--- config.mk ---
export PLATFORM = sky130hd
export DESIGN_NAME = conv_block_scheduler
export DESIGN_NICKNAME = d
export VERILOG_FILES = /design/src/rtl/conv_block_scheduler.sv
export SDC_FILE = /design/constraint.sdc
export NUM_CORES = 1
export LEC_CHECK = 0
export CORE_MARGIN = 5
export CORE_UTILIZATION = 53
export DETAILED_ROUTE_END_ITERATION = 6
export GPL_TIMING_DRIVEN = 0
export PLACE_DENSITY = 0.91
export SETUP_SLACK_MARGIN = 0.3
export SYNTH_ARGS = -nofsm -noshare
export SYNTH_HDL_FRONTEND = slang
export SYNTH_SLANG_ARGS = --single-unit
--- constraint.sdc ---
create_clock -name i_CLK -period 6.9 [get_ports i_CLK]
set_input_delay 1.38 -clock i_CLK [delete_from_list [all_inputs] [get_ports i_CLK]]
set_output_delay 1.38 -clock i_CLK [all_outputs]
set_load 0.01 [all_outputs]
--- src/rtl/conv_block_scheduler.sv ---
// -----------------------------------------------------------------------------
// conv_block_scheduler
//
// Top-level sequencer for the column-block address FSM of the 2D convolution
// core. Walks an image one column block at a time: reset/configure the FSM,
// load the block, process it, read it back, then advance to the next block.
// Host strobes (run/abort/data valid) are turned into the FSM's reset, load,
// start-of-process and valid inputs; status goes back to the host registers.
//
// Optional build macro: SCHED_WATCHDOG_EN
//   Adds a 16-bit per-phase watchdog. If LOAD/PROC/PWAIT/READ sits for
//   WDT_CYCLES cycles without an i_changeBlock or i_EoP rise, o_error is set
//   and the abort sequence is applied.
//
// Ports:
//   i_CLK          clock
//   i_reset        asynchronous active-low reset
//   i_run          host start level, rising edge starts an image
//   i_abort        synchronous abort, active-high
//   i_imgLength    image height, latched at start and forwarded to the FSM
//   i_imgWidth     image width, block count = width - 2
//   i_hostValid    host data strobe for load/readback words
//   i_changeBlock  FSM: block load/process/read finished
//   i_EoP          FSM: end of process
//   o_fsmReset     one-cycle synchronous reset pulse to the FSM
//   o_imgLength    latched image height
//   o_load         FSM load request
//   o_SoP          FSM start-of-process
//   o_valid        host strobe gated by o_hostReady (combinational)
//   o_hostReady    scheduler accepts host strobes
//   o_blockIdx     current block index
//   o_busy         scheduler not idle
//   o_done         one-cycle pulse at image end
//   o_error        sticky error flag
// -----------------------------------------------------------------------------
module conv_block_scheduler #(
    parameter int NB_IMAGE   = 10,
    parameter int WDT_CYCLES = 4096
) (
    input  logic                i_CLK,
    input  logic                i_reset,
    input  logic                i_run,
    input  logic                i_abort,
    input  logic [NB_IMAGE-1:0] i_imgLength,
    input  logic [NB_IMAGE-1:0] i_imgWidth,
    input  logic                i_hostValid,
    input  logic                i_changeBlock,
    input  logic                i_EoP,
    output logic                o_fsmReset,
    output logic [NB_IMAGE-1:0] o_imgLength,
    output logic                o_load,
    output logic                o_SoP,
    output logic                o_valid,
    output logic                o_hostReady,
    output logic [NB_IMAGE-1:0] o_blockIdx,
    output logic                o_busy,
    output logic                o_done,
    output logic                o_error
);

    typedef enum logic [3:0] {
        S_IDLE,
        S_CFG,
        S_LOAD,
        S_GAP,
        S_PROC,
        S_PWAIT,
        S_READ,
        S_NEXT,
        S_DONE
    } state_t;

    localparam logic [NB_IMAGE-1:0] MIN_SIZE = NB_IMAGE'(3);

    state_t state, next_state;

    logic run_q, cb_q;
    logic run_rise, cb_rise;
    logic sizes_ok;
    logic wdt_trip;
    logic abort_req;

    logic [NB_IMAGE-1:0] width_q;

    // Next values of the registered outputs and latched sizes.
    logic                fsm_reset_d, load_d, sop_d, ready_d, done_d, error_d;
    logic [NB_IMAGE-1:0] length_d, width_d, blk_idx_d;

    assign run_rise  = i_run & ~run_q;
    assign cb_rise   = i_changeBlock & ~cb_q;
    assign sizes_ok  = (i_imgLength >= MIN_SIZE) && (i_imgWidth >= MIN_SIZE);
    assign abort_req = i_abort | wdt_trip;

    assign o_valid = i_hostValid & o_hostReady;

`ifdef SCHED_WATCHDOG_EN
    localparam logic [15:0] WDT_LAST = 16'(WDT_CYCLES - 1);

    logic [15:0] wdt_cnt;
    logic        eop_q;
    logic        eop_rise;

    assign eop_rise = i_EoP & ~eop_q;

    function automatic logic watched(input state_t s);
        return (s == S_LOAD) || (s == S_PROC) || (s == S_PWAIT) || (s == S_READ);
    endfunction

    // Fires on the cycle whose increment would bring the count to WDT_CYCLES,
    // so the error and the return to IDLE land on that same edge.
    assign wdt_trip = watched(state) && !cb_rise && !eop_rise && (wdt_cnt == WDT_LAST);

    always_ff @(posedge i_CLK or negedge i_reset) begin
        if (!i_reset) begin
            wdt_cnt <= '0;
            eop_q   <= 1'b0;
        end else begin
            eop_q <= i_EoP;
            if (watched(next_state) && ((next_state != state) || cb_rise || eop_rise))
                wdt_cnt <= '0;
            else if (watched(state))
                wdt_cnt <= wdt_cnt + 16'd1;
        end
    end
`else
    logic [31:0] unused_wdt_cycles;

    assign wdt_trip          = 1'b0;
    assign unused_wdt_cycles = 32'(WDT_CYCLES);
`endif

    // NOTE: every variable assigned here gets a default first; a path that
    // leaves one unassigned would infer a latch.
    always_comb begin
        next_state  = state;
        fsm_reset_d = 1'b0;
        done_d      = 1'b0;
        load_d      = o_load;
        sop_d       = o_SoP;
        ready_d     = o_hostReady;
        error_d     = o_error;
        length_d    = o_imgLength;
        width_d     = width_q;
        blk_idx_d   = o_blockIdx;

        case (state)
            S_IDLE: begin
                // Abort in IDLE suppresses a coincident start.
                if (run_rise && !i_abort) begin
                    if (sizes_ok) begin
                        length_d    = i_imgLength;
                        width_d     = i_imgWidth;
                        error_d     = 1'b0;
                        blk_idx_d   = '0;
                        fsm_reset_d = 1'b1;
                        next_state  = S_CFG;
                    end else begin
                        error_d = 1'b1;
                    end
                end
            end
            S_CFG: begin
                load_d     = 1'b1;
                ready_d    = 1'b1;
                next_state = S_LOAD;
            end
            S_LOAD: begin
                if (cb_rise) begin
                    load_d     = 1'b0;
                    ready_d    = 1'b0;
                    next_state = S_GAP;
                end
            end
            S_GAP: begin
                // Let the FSM drop i_changeBlock before the next phase starts.
                if (!i_changeBlock) begin
                    sop_d      = 1'b1;
                    next_state = S_PROC;
                end
            end
            S_PROC: begin
                if (cb_rise) next_state = S_PWAIT;
            end
            S_PWAIT: begin
                if (i_EoP) begin
                    sop_d      = 1'b0;
                    ready_d    = 1'b1;
                    next_state = S_READ;
                end
            end
            S_READ: begin
                if (cb_rise) begin
                    ready_d    = 1'b0;
                    next_state = S_NEXT;
                end
            end
            S_NEXT: begin
                if (o_blockIdx == width_q - MIN_SIZE) begin
                    done_d     = 1'b1;
                    next_state = S_DONE;
                end else begin
                    blk_idx_d   = o_blockIdx + NB_IMAGE'(1);
                    fsm_reset_d = 1'b1;
                    next_state  = S_CFG;
                end
            end
            S_DONE: begin
                next_state = S_IDLE;
            end
            default: begin
                next_state = S_IDLE;
            end
        endcase

        // Abort (host or watchdog) overrides whatever the phase logic decided.
        if (abort_req && (state != S_IDLE)) begin
            load_d      = 1'b0;
            sop_d       = 1'b0;
            ready_d     = 1'b0;
            done_d      = 1'b0;
            fsm_reset_d = 1'b1;
            blk_idx_d   = o_blockIdx;
            next_state  = S_IDLE;
        end
        if (wdt_trip) error_d = 1'b1;
    end

    // NOTE: sequential state uses non-blocking assignments so every register
    // samples the pre-edge values regardless of statement order.
    always_ff @(posedge i_CLK or negedge i_reset) begin
        if (!i_reset) state <= S_IDLE;
        else          state <= next_state;
    end

    always_ff @(posedge i_CLK or negedge i_reset) begin
        if (!i_reset) begin
            run_q       <= 1'b0;
            cb_q        <= 1'b0;
            width_q     <= '0;
            o_fsmReset  <= 1'b0;
            o_imgLength <= '0;
            o_load      <= 1'b0;
            o_SoP       <= 1'b0;
            o_hostReady <= 1'b0;
            o_blockIdx  <= '0;
            o_busy      <= 1'b0;
            o_done      <= 1'b0;
            o_error     <= 1'b0;
        end else begin
            run_q       <= i_run;
            cb_q        <= i_changeBlock;
            width_q     <= width_d;
            o_fsmReset  <= fsm_reset_d;
            o_imgLength <= length_d;
            o_load      <= load_d;
            o_SoP       <= sop_d;
            o_hostReady <= ready_d;
            o_blockIdx  <= blk_idx_d;
            // Registered from next_state so it lines up with the state register.
            o_busy      <= (next_state != S_IDLE);
            o_done      <= done_d;
            o_error     <= error_d;
        end
    end

endmodule

==> run_results.csv, run 1 <==
group,metric,value,unit
sta,slew-limit-headroom,0.351,
die,die-height,75.9,um
die,die_width,75.9,um
synth,netlist.top_cell.by_area,"sky130_fd_sc_hd__dfrtp_1",
power,leakage,1.24,nW
final_layout,postLayoutCoreUtil,0.701,
placement,post_detailed_placement_half_perimeter_wirelength,4240,um
die,std_cell_rows,24,
worst_setup_path,critical_path_peak_fanout,1,
final_layout,commonest_non_fill_non_tap_cell_in_the_layout,"sky130_fd_sc_hd__clkdlybuf4s50_1",
sta,timing.fmax,260,MHz
die,design.core.area,0.00429,mm^2
worst_hold_path,hp-class,"flop to flop",
placement,placed_area,0.00292,mm^2
final_layout,area_delta_synth_final,30.8,%
global_route,grt_first_pass_wirelength,9180,um
worst_setup_path,end_kind,"output pin",
route,firstDrtPassIters,5,
run,maxCapViolations,0,
sta,maxSlewViolCount,0,
synth,asyncSetResetFlopFracSynth,1.00,
synth,synth_top_flop_cell,"sky130_fd_sc_hd__dfrtp_1",
synth,syn-mean-instance-area,10.6,um^2
sta,totalNegativeSetupSlack,0,ns
clock_tree,cts_setup_buffers,0,
global_route,globalRouteTotalUtil,0.210,
synth,synth.ff_latch_count,43,
worst_setup_path,worst_path_dominant_cell_family,"buffers and inverters",
sta,clock_skew,0.00719,ns
route,postRouteAntennaNets,0,
global_route,maximum_number_of_pins_on_one_net_before_global_route_repair,30,
die,boundaryPins,55,
placement,port_buffers,54,
worst_hold_path,min_delay_path_depth,1,
route,route.final.wire_length,5620,um
final_layout,layout_nets,308,
worst_setup_path,r2r.worst_path.cells,9,
sta,grt_setup_unrepaired,"false",
worst_setup_path,critical_path.most_common_cell,"sky130_fd_sc_hd__clkdlybuf4s50_1",
sta,finalSetupViolations,0,
route,routed_via_density,6.15,
sta,tightest_slew,0.961,ns
worst_setup_path,path_class,"input pin to output pin",
outcome,run_status,"finished clean",
synth,synth_cell_type_count,54,
synth,syn_nets,246,
clock_tree,count_of_clock_tree_sinks,43,
route,drc_violations,0,
route,avgRoutedWirePerCell,16.9,um
final_layout,commonest_cells_after_routing_fill_and_taps_aside,"sky130_fd_sc_hd__clkdlybuf4s50_1 (53), sky130_fd_sc_hd__dfrtp_1 (43), sky130_fd_sc_hd__mux2_2 (20)",
route,drt-initial-drc-count,142,
final_layout,final_layout_size_suffix_gt1_frac,0.143,
die,floorplan.die_area,0.00576,mm^2
die,initial_core_util,0.536,
power,power.density,245,mW/mm^2
synth,yosys_warnings,0,
route,via_count,2041,
synth,synthesis.instances,217,
synth,number_of_synthesized_flops_with_an_enable_pin,0,
global_route,grt_overflow_total,0,
final_layout,final_area,0.00301,mm^2
sta,hold_viol_final,0,
global_route,grt_pass1_vias,1991,
clock_tree,clock_tree_from_tritoncts,"done",
worst_setup_path,cp_slowest_cell,"sky130_fd_sc_hd__clkdlybuf4s50_1",
worst_setup_path,critical_path.n_buffers_inverters,2,
clock_tree,clk_transition_reported_paths,0.08,ns
worst_setup_path,critPathMaxStageDelay,0.53,ns
synth,yosys.area.top_type_share,0.468,
synth,synthesis.area,0.00230,mm^2
global_route,grt_antenna_before_repair,0,
clock_tree,ctsHtreeMaxLevel,2,
clock_tree,cts_buffer_depth,2,
worst_setup_path,critPathLaunchType,"input pin",
power,ir_drop,0.158,mV
synth,seq_area_frac_synth,0.468,
clock_tree,root_buffer,"sky130_fd_sc_hd__clkbuf_8",
worst_setup_path,critical_path.cell_chain,"clkdlybuf4s50_1, and2_1, clkdlybuf4s50_1",
sta,min_period,3.85,ns
clock_tree,cts_hold_repair.buffers,0,
final_layout,n_antenna_cell,0,
clock_tree,resize_count_post_cts,0,
worst_setup_path,critical_path_required,5.52,ns
synth,synth_area_leaders,"sky130_fd_sc_hd__dfrtp_1 (47%), sky130_fd_sc_hd__mux2_2 (9.8%), sky130_fd_sc_hd__nor4_1 (2.4%)",
clock_tree,insertion_delay,0.30,ns
placement,pre_cts_slack,3.05,ns
sta,period_share,0.558,
placement,place_congestion,0.865,
sta,final.setup.worst_slack,3.05,ns
worst_setup_path,critical_path_depth,3,
clock_tree,cts_inserted_buffers,5,
worst_setup_path,critical_path_arrival,2.47,ns
## kinds of logic after synthesis
| logic type | after synthesis | share of synthesized area |
|---|---|---|
| muxes | 23 | 0.111 |
| DFF | 43 | 0.468 |
| buffers and inverters | 16 | 0.0299 |
| and+or+nand+nor | 76 | 0.182 |
| adders and majority gates | 2 | 0.0109 |
| AOI/OAI and AO/OA | 46 | 0.157 |
| xor gates and xnor gates | 11 | 0.0419 |
## per-stage QoR
stage                     instances  hold slack (ns)  total power, W
after floorplan                 217            0.501        0.000467
after global placement          323            0.484        0.000566
after detailed placement        324            0.497        0.000580
after CTS                       332            0.517        0.000740
after global routing            332            0.536        0.000777
final                           332            0.512        0.000738
## cells in the mapped netlist (4+ instances only)
master,number
sky130_fd_sc_hd__or4_1,5
sky130_fd_sc_hd__nor4_1,9
sky130_fd_sc_hd__dfrtp_1,43
sky130_fd_sc_hd__clkbuf_1,8
sky130_fd_sc_hd__nand2_1,14
sky130_fd_sc_hd__nor2_1,11
sky130_fd_sc_hd__xor2_1,6
sky130_fd_sc_hd__inv_1,6
sky130_fd_sc_hd__nor2b_1,4
sky130_fd_sc_hd__a21oi_1,4
sky130_fd_sc_hd__mux2_2,20
sky130_fd_sc_hd__nand3_1,9
sky130_fd_sc_hd__nor3_1,7
sky130_fd_sc_hd__xnor2_1,5
## area by class of cell
type / count / area [um^2]
clock buffer: 5 / 68.8
multi-input combinational: 158 / 1160
fill: 330 / 1280
buffer: 10 / 46.3
sequential: 43 / 1080
clock inverter: 3 / 20.0
timing repair buffer: 55 / 556
inverter: 6 / 22.5
tap: 52 / 65.1
## registers in the layout, summed over array words and instances, names as in the netlist, 4 cells and up
signal       cells
o_imgLength     10
width_q         10
o_blockIdx      10
state            4
## per-layer routing
metal / part of all wire / GRT usage / vias up
met5: 0 / 0 / -
met4: 0.020 / 0.0796 / 0
met3: 0.075 / 0.0620 / 18
met2: 0.50 / 0.345 / 99
met1: 0.41 / 0.260 / 972
li1: - / - / 952
## power by group
| part | total, W | switching [W] | leakage, nW | internal [W] |
|---|---|---|---|---|
| combinational | 0.000240 | 0.000108 | 0.652 | 0.000132 |
| sequential | 0.000338 | 0.0000431 | 0.546 | 0.000295 |
| clock | 0.000160 | 0.0000893 | 0.0402 | 0.0000705 |
## worst paths after layout
check,from,to,slack [ns]
max in group asynchronous,i_reset,o_imgLength[8]$_DFFE_PN0P_,5.46
worst max-delay path,i_hostValid,o_valid,3.05
worst min register to register,o_imgLength[6]$_DFFE_PN0P_,o_imgLength[6]$_DFFE_PN0P_,0.51
min in group asynchronous,i_reset,o_blockIdx[5]$_DFFE_PN0P_,0.98
worst max register to register,width_q[0]$_DFFE_PN0P_,o_blockIdx[7]$_DFFE_PN0P_,4.06
worst min-delay path,o_imgLength[6]$_DFFE_PN0P_,o_imgLength[6]$_DFFE_PN0P_,0.51
(Power assumes the default switching activity.)
==> inputs of run 2 (changes only) <==
--- a/config.mk
+++ b/config.mk
@@ -6,10 +6,10 @@
 export NUM_CORES = 1
 export LEC_CHECK = 0
 export CORE_MARGIN = 5
-export CORE_UTILIZATION = 53
+export CORE_UTILIZATION = 45
 export DETAILED_ROUTE_END_ITERATION = 6
 export GPL_TIMING_DRIVEN = 0
-export PLACE_DENSITY = 0.91
+export PLACE_DENSITY = 0.83
 export SETUP_SLACK_MARGIN = 0.3
 export SYNTH_ARGS = -nofsm -noshare
 export SYNTH_HDL_FRONTEND = slang
==> constraint.sdc (replaced) <==
create_clock -name i_CLK -period 3.1 [get_ports i_CLK]
set_input_delay 0.62 -clock i_CLK [delete_from_list [all_inputs] [get_ports i_CLK]]
set_output_delay 0.62 -clock i_CLK [all_outputs]
set_load 0.01 [all_outputs]
==> run_results.csv, run 2 (synthesis results as in run 1) <==
group,metric,value,unit
outcome,run_status,"finished clean",
placement,port_buffers,54,
clock_tree,clock_tree_from_tritoncts,"done",
worst_setup_path,critPathMaxStageDelay,0.59,ns
route,firstDrtPassIters,4,
final_layout,commonest_non_fill_non_tap_cell_in_the_layout,"sky130_fd_sc_hd__clkdlybuf4s50_1",
final_layout,area_delta_synth_final,34.1,%
sta,grt_setup_unrepaired,"false",
final_layout,largestRegisters,"o_blockIdx x10, o_imgLength x10, width_q x10",
global_route,grt_overflow_total,0,
power,ir_drop,0.434,mV
worst_setup_path,cp_slowest_cell,"sky130_fd_sc_hd__or4_4",
clock_tree,root_buffer,"sky130_fd_sc_hd__clkbuf_8",
clock_tree,insertion_delay,0.30,ns
global_route,grt_first_pass_wirelength,9720,um
die,die_width,81.5,um
sta,hold_viol_final,0,
route,postRouteAntennaNets,0,
final_layout,layout_nets,309,
worst_setup_path,critical_path_required,3.32,ns
power,clockPowerShare,0.232,
worst_setup_path,worst_path_dominant_cell_family,"simple AND/OR/NAND/NOR gates",
clock_tree,ctsHtreeMaxLevel,2,
power,seq_power_share,0.448,
die,initial_core_util,0.456,
power,power.share.combinational,0.320,
worst_setup_path,critPathLaunchType,"flop",
final_layout,commonest_cells_after_routing_fill_and_taps_aside,"sky130_fd_sc_hd__clkdlybuf4s50_1 (53), sky130_fd_sc_hd__dfrtp_1 (41), sky130_fd_sc_hd__mux2_2 (20)",
global_route,globalRouteTotalUtil,0.188,
sta,tightest_slew,0.534,ns
clock_tree,clk_transition_reported_paths,0.08,ns
worst_setup_path,critical_path.cell_chain,"or4_4, o311a_1, a21oi_2, a311o_2, o21ai_2, buf_6, or4_1, a21oi_1",
route,routed_via_density,5.75,
die,std_cell_rows,26,
route,route.final.wire_length,5710,um
worst_setup_path,critical_path_peak_fanout,10,
clock_tree,cts_hold_repair.buffers,0,
sta,maxSlewViolCount,0,
power,power.density,548,mW/mm^2
clock_tree,cts_inserted_buffers,5,
global_route,grt_antenna_before_repair,0,
die,boundaryPins,55,
final_layout,final_layout_size_suffix_gt1_frac,0.160,
clock_tree,count_of_clock_tree_sinks,43,
die,design.core.area,0.00504,mm^2
route,drc_violations,0,
global_route,maximum_number_of_pins_on_one_net_before_global_route_repair,30,
clock_tree,cts_buffer_depth,2,
sta,clock_skew,0.00329,ns
worst_setup_path,critical_path_arrival,2.88,ns
sta,finalSetupViolations,0,
placement,post_detailed_placement_half_perimeter_wirelength,4290,um
sta,period_share,0.856,
route,via_count,2017,
worst_hold_path,hp-class,"input pin to asynchronous set/reset pin",
power,intPower,0.00116,W
power,switching_share,0.312,
power,leakage,1.26,nW
final_layout,n_antenna_cell,0,
sta,min_period,2.65,ns
placement,placed_area,0.00294,mm^2
global_route,grt_pass1_vias,2077,
die,floorplan.die_area,0.00664,mm^2
worst_setup_path,path_class,"flop to flop",
worst_setup_path,critical_path.n_buffers_inverters,1,
sta,timing.fmax,377,MHz
placement,place_congestion,0.888,
worst_setup_path,end_kind,"flop",
route,avgRoutedWirePerCell,16.3,um
power,power_switching,0.000529,W
die,die-height,81.5,um
route,drt-initial-drc-count,217,
run,maxCapViolations,0,
sta,slew-limit-headroom,0.640,
final_layout,final_area,0.00309,mm^2
sta,totalNegativeSetupSlack,0,ns
==> run 2: area by class of cell <==
cell class / instances / area (um^2)
Fill cell: 416 / 1960
Multi-Input combinational cell: 158 / 1190
Sequential cell: 43 / 1080
Timing Repair Buffer: 56 / 563
Clock buffer: 8 / 100
Tap cell: 70 / 87.6
Buffer: 10 / 46.3
Inverter: 6 / 22.5
==> run 2: worst paths after layout <==
path / slack (ns) / cells after the start / to / start
max: 0.45 / 8 / o_blockIdx[7]$_DFFE_PN0P_ / width_q[3]$_DFFE_PN0P_
max reg2reg: 0.45 / 8 / o_blockIdx[7]$_DFFE_PN0P_ / width_q[3]$_DFFE_PN0P_
max in group asynchronous: 2.39 / 2 / width_q[3]$_DFFE_PN0P_ / i_reset
min reg2reg: 0.51 / 1 / o_imgLength[7]$_DFFE_PN0P_ / o_imgLength[7]$_DFFE_PN0P_
min in group i_CLK: 0.51 / 1 / o_imgLength[7]$_DFFE_PN0P_ / o_imgLength[7]$_DFFE_PN0P_
min: 0.22 / 1 / o_fsmReset$_DFF_PN0_ / i_reset
==> run 2: through the flow <==
step	hold slack [ns]	util	total power [W]	setup WS [ns]	cells
after detailed placement	0.497	0.584	0.00128	0.193	342
after floorplan	0.324	-	0.00104	0.602	217
after global routing	0.230	0.612	0.00180	0.299	351
after CTS	0.230	0.605	0.00169	0.374	350
after global placement	0.486	0.581	0.00126	0.189	341
final	0.221	0.612	0.00169	0.446	351
==> run 2: power by group through the flow <==
stage	combinational (W)	sequential (W)	clock, W
global placement	0.000511	0.000753	0
floorplan	0.000273	0.000766	0
CTS	0.000534	0.000750	0.000403
detailed placement	0.000527	0.000758	0
global route	0.000589	0.000771	0.000437
finish	0.000541	0.000758	0.000393
==> run 2: what timing repair did <==
item	4_1_cts	5_1_grt
pin swaps	0	2
setup buffers	0	1
hold endpoints to repair	0	0
setup endpoints to repair	1	10
gates resized for setup	1	6
cloned	0	0
==> run 2: metal layers <==
| metal | part of all wire | track usage | routed length [um] | up-vias |
|---|---|---|---|---|
| met4 | 0.0084 | 0.0557 | 48 | 0 |
| met5 | 0 | 0 | 0 | - |
| li1 | - | - | - | 946 |
| met1 | 0.41 | 0.234 | 2360 | 994 |
| met3 | 0.083 | 0.0669 | 477 | 5 |
| met2 | 0.49 | 0.305 | 2830 | 72 |
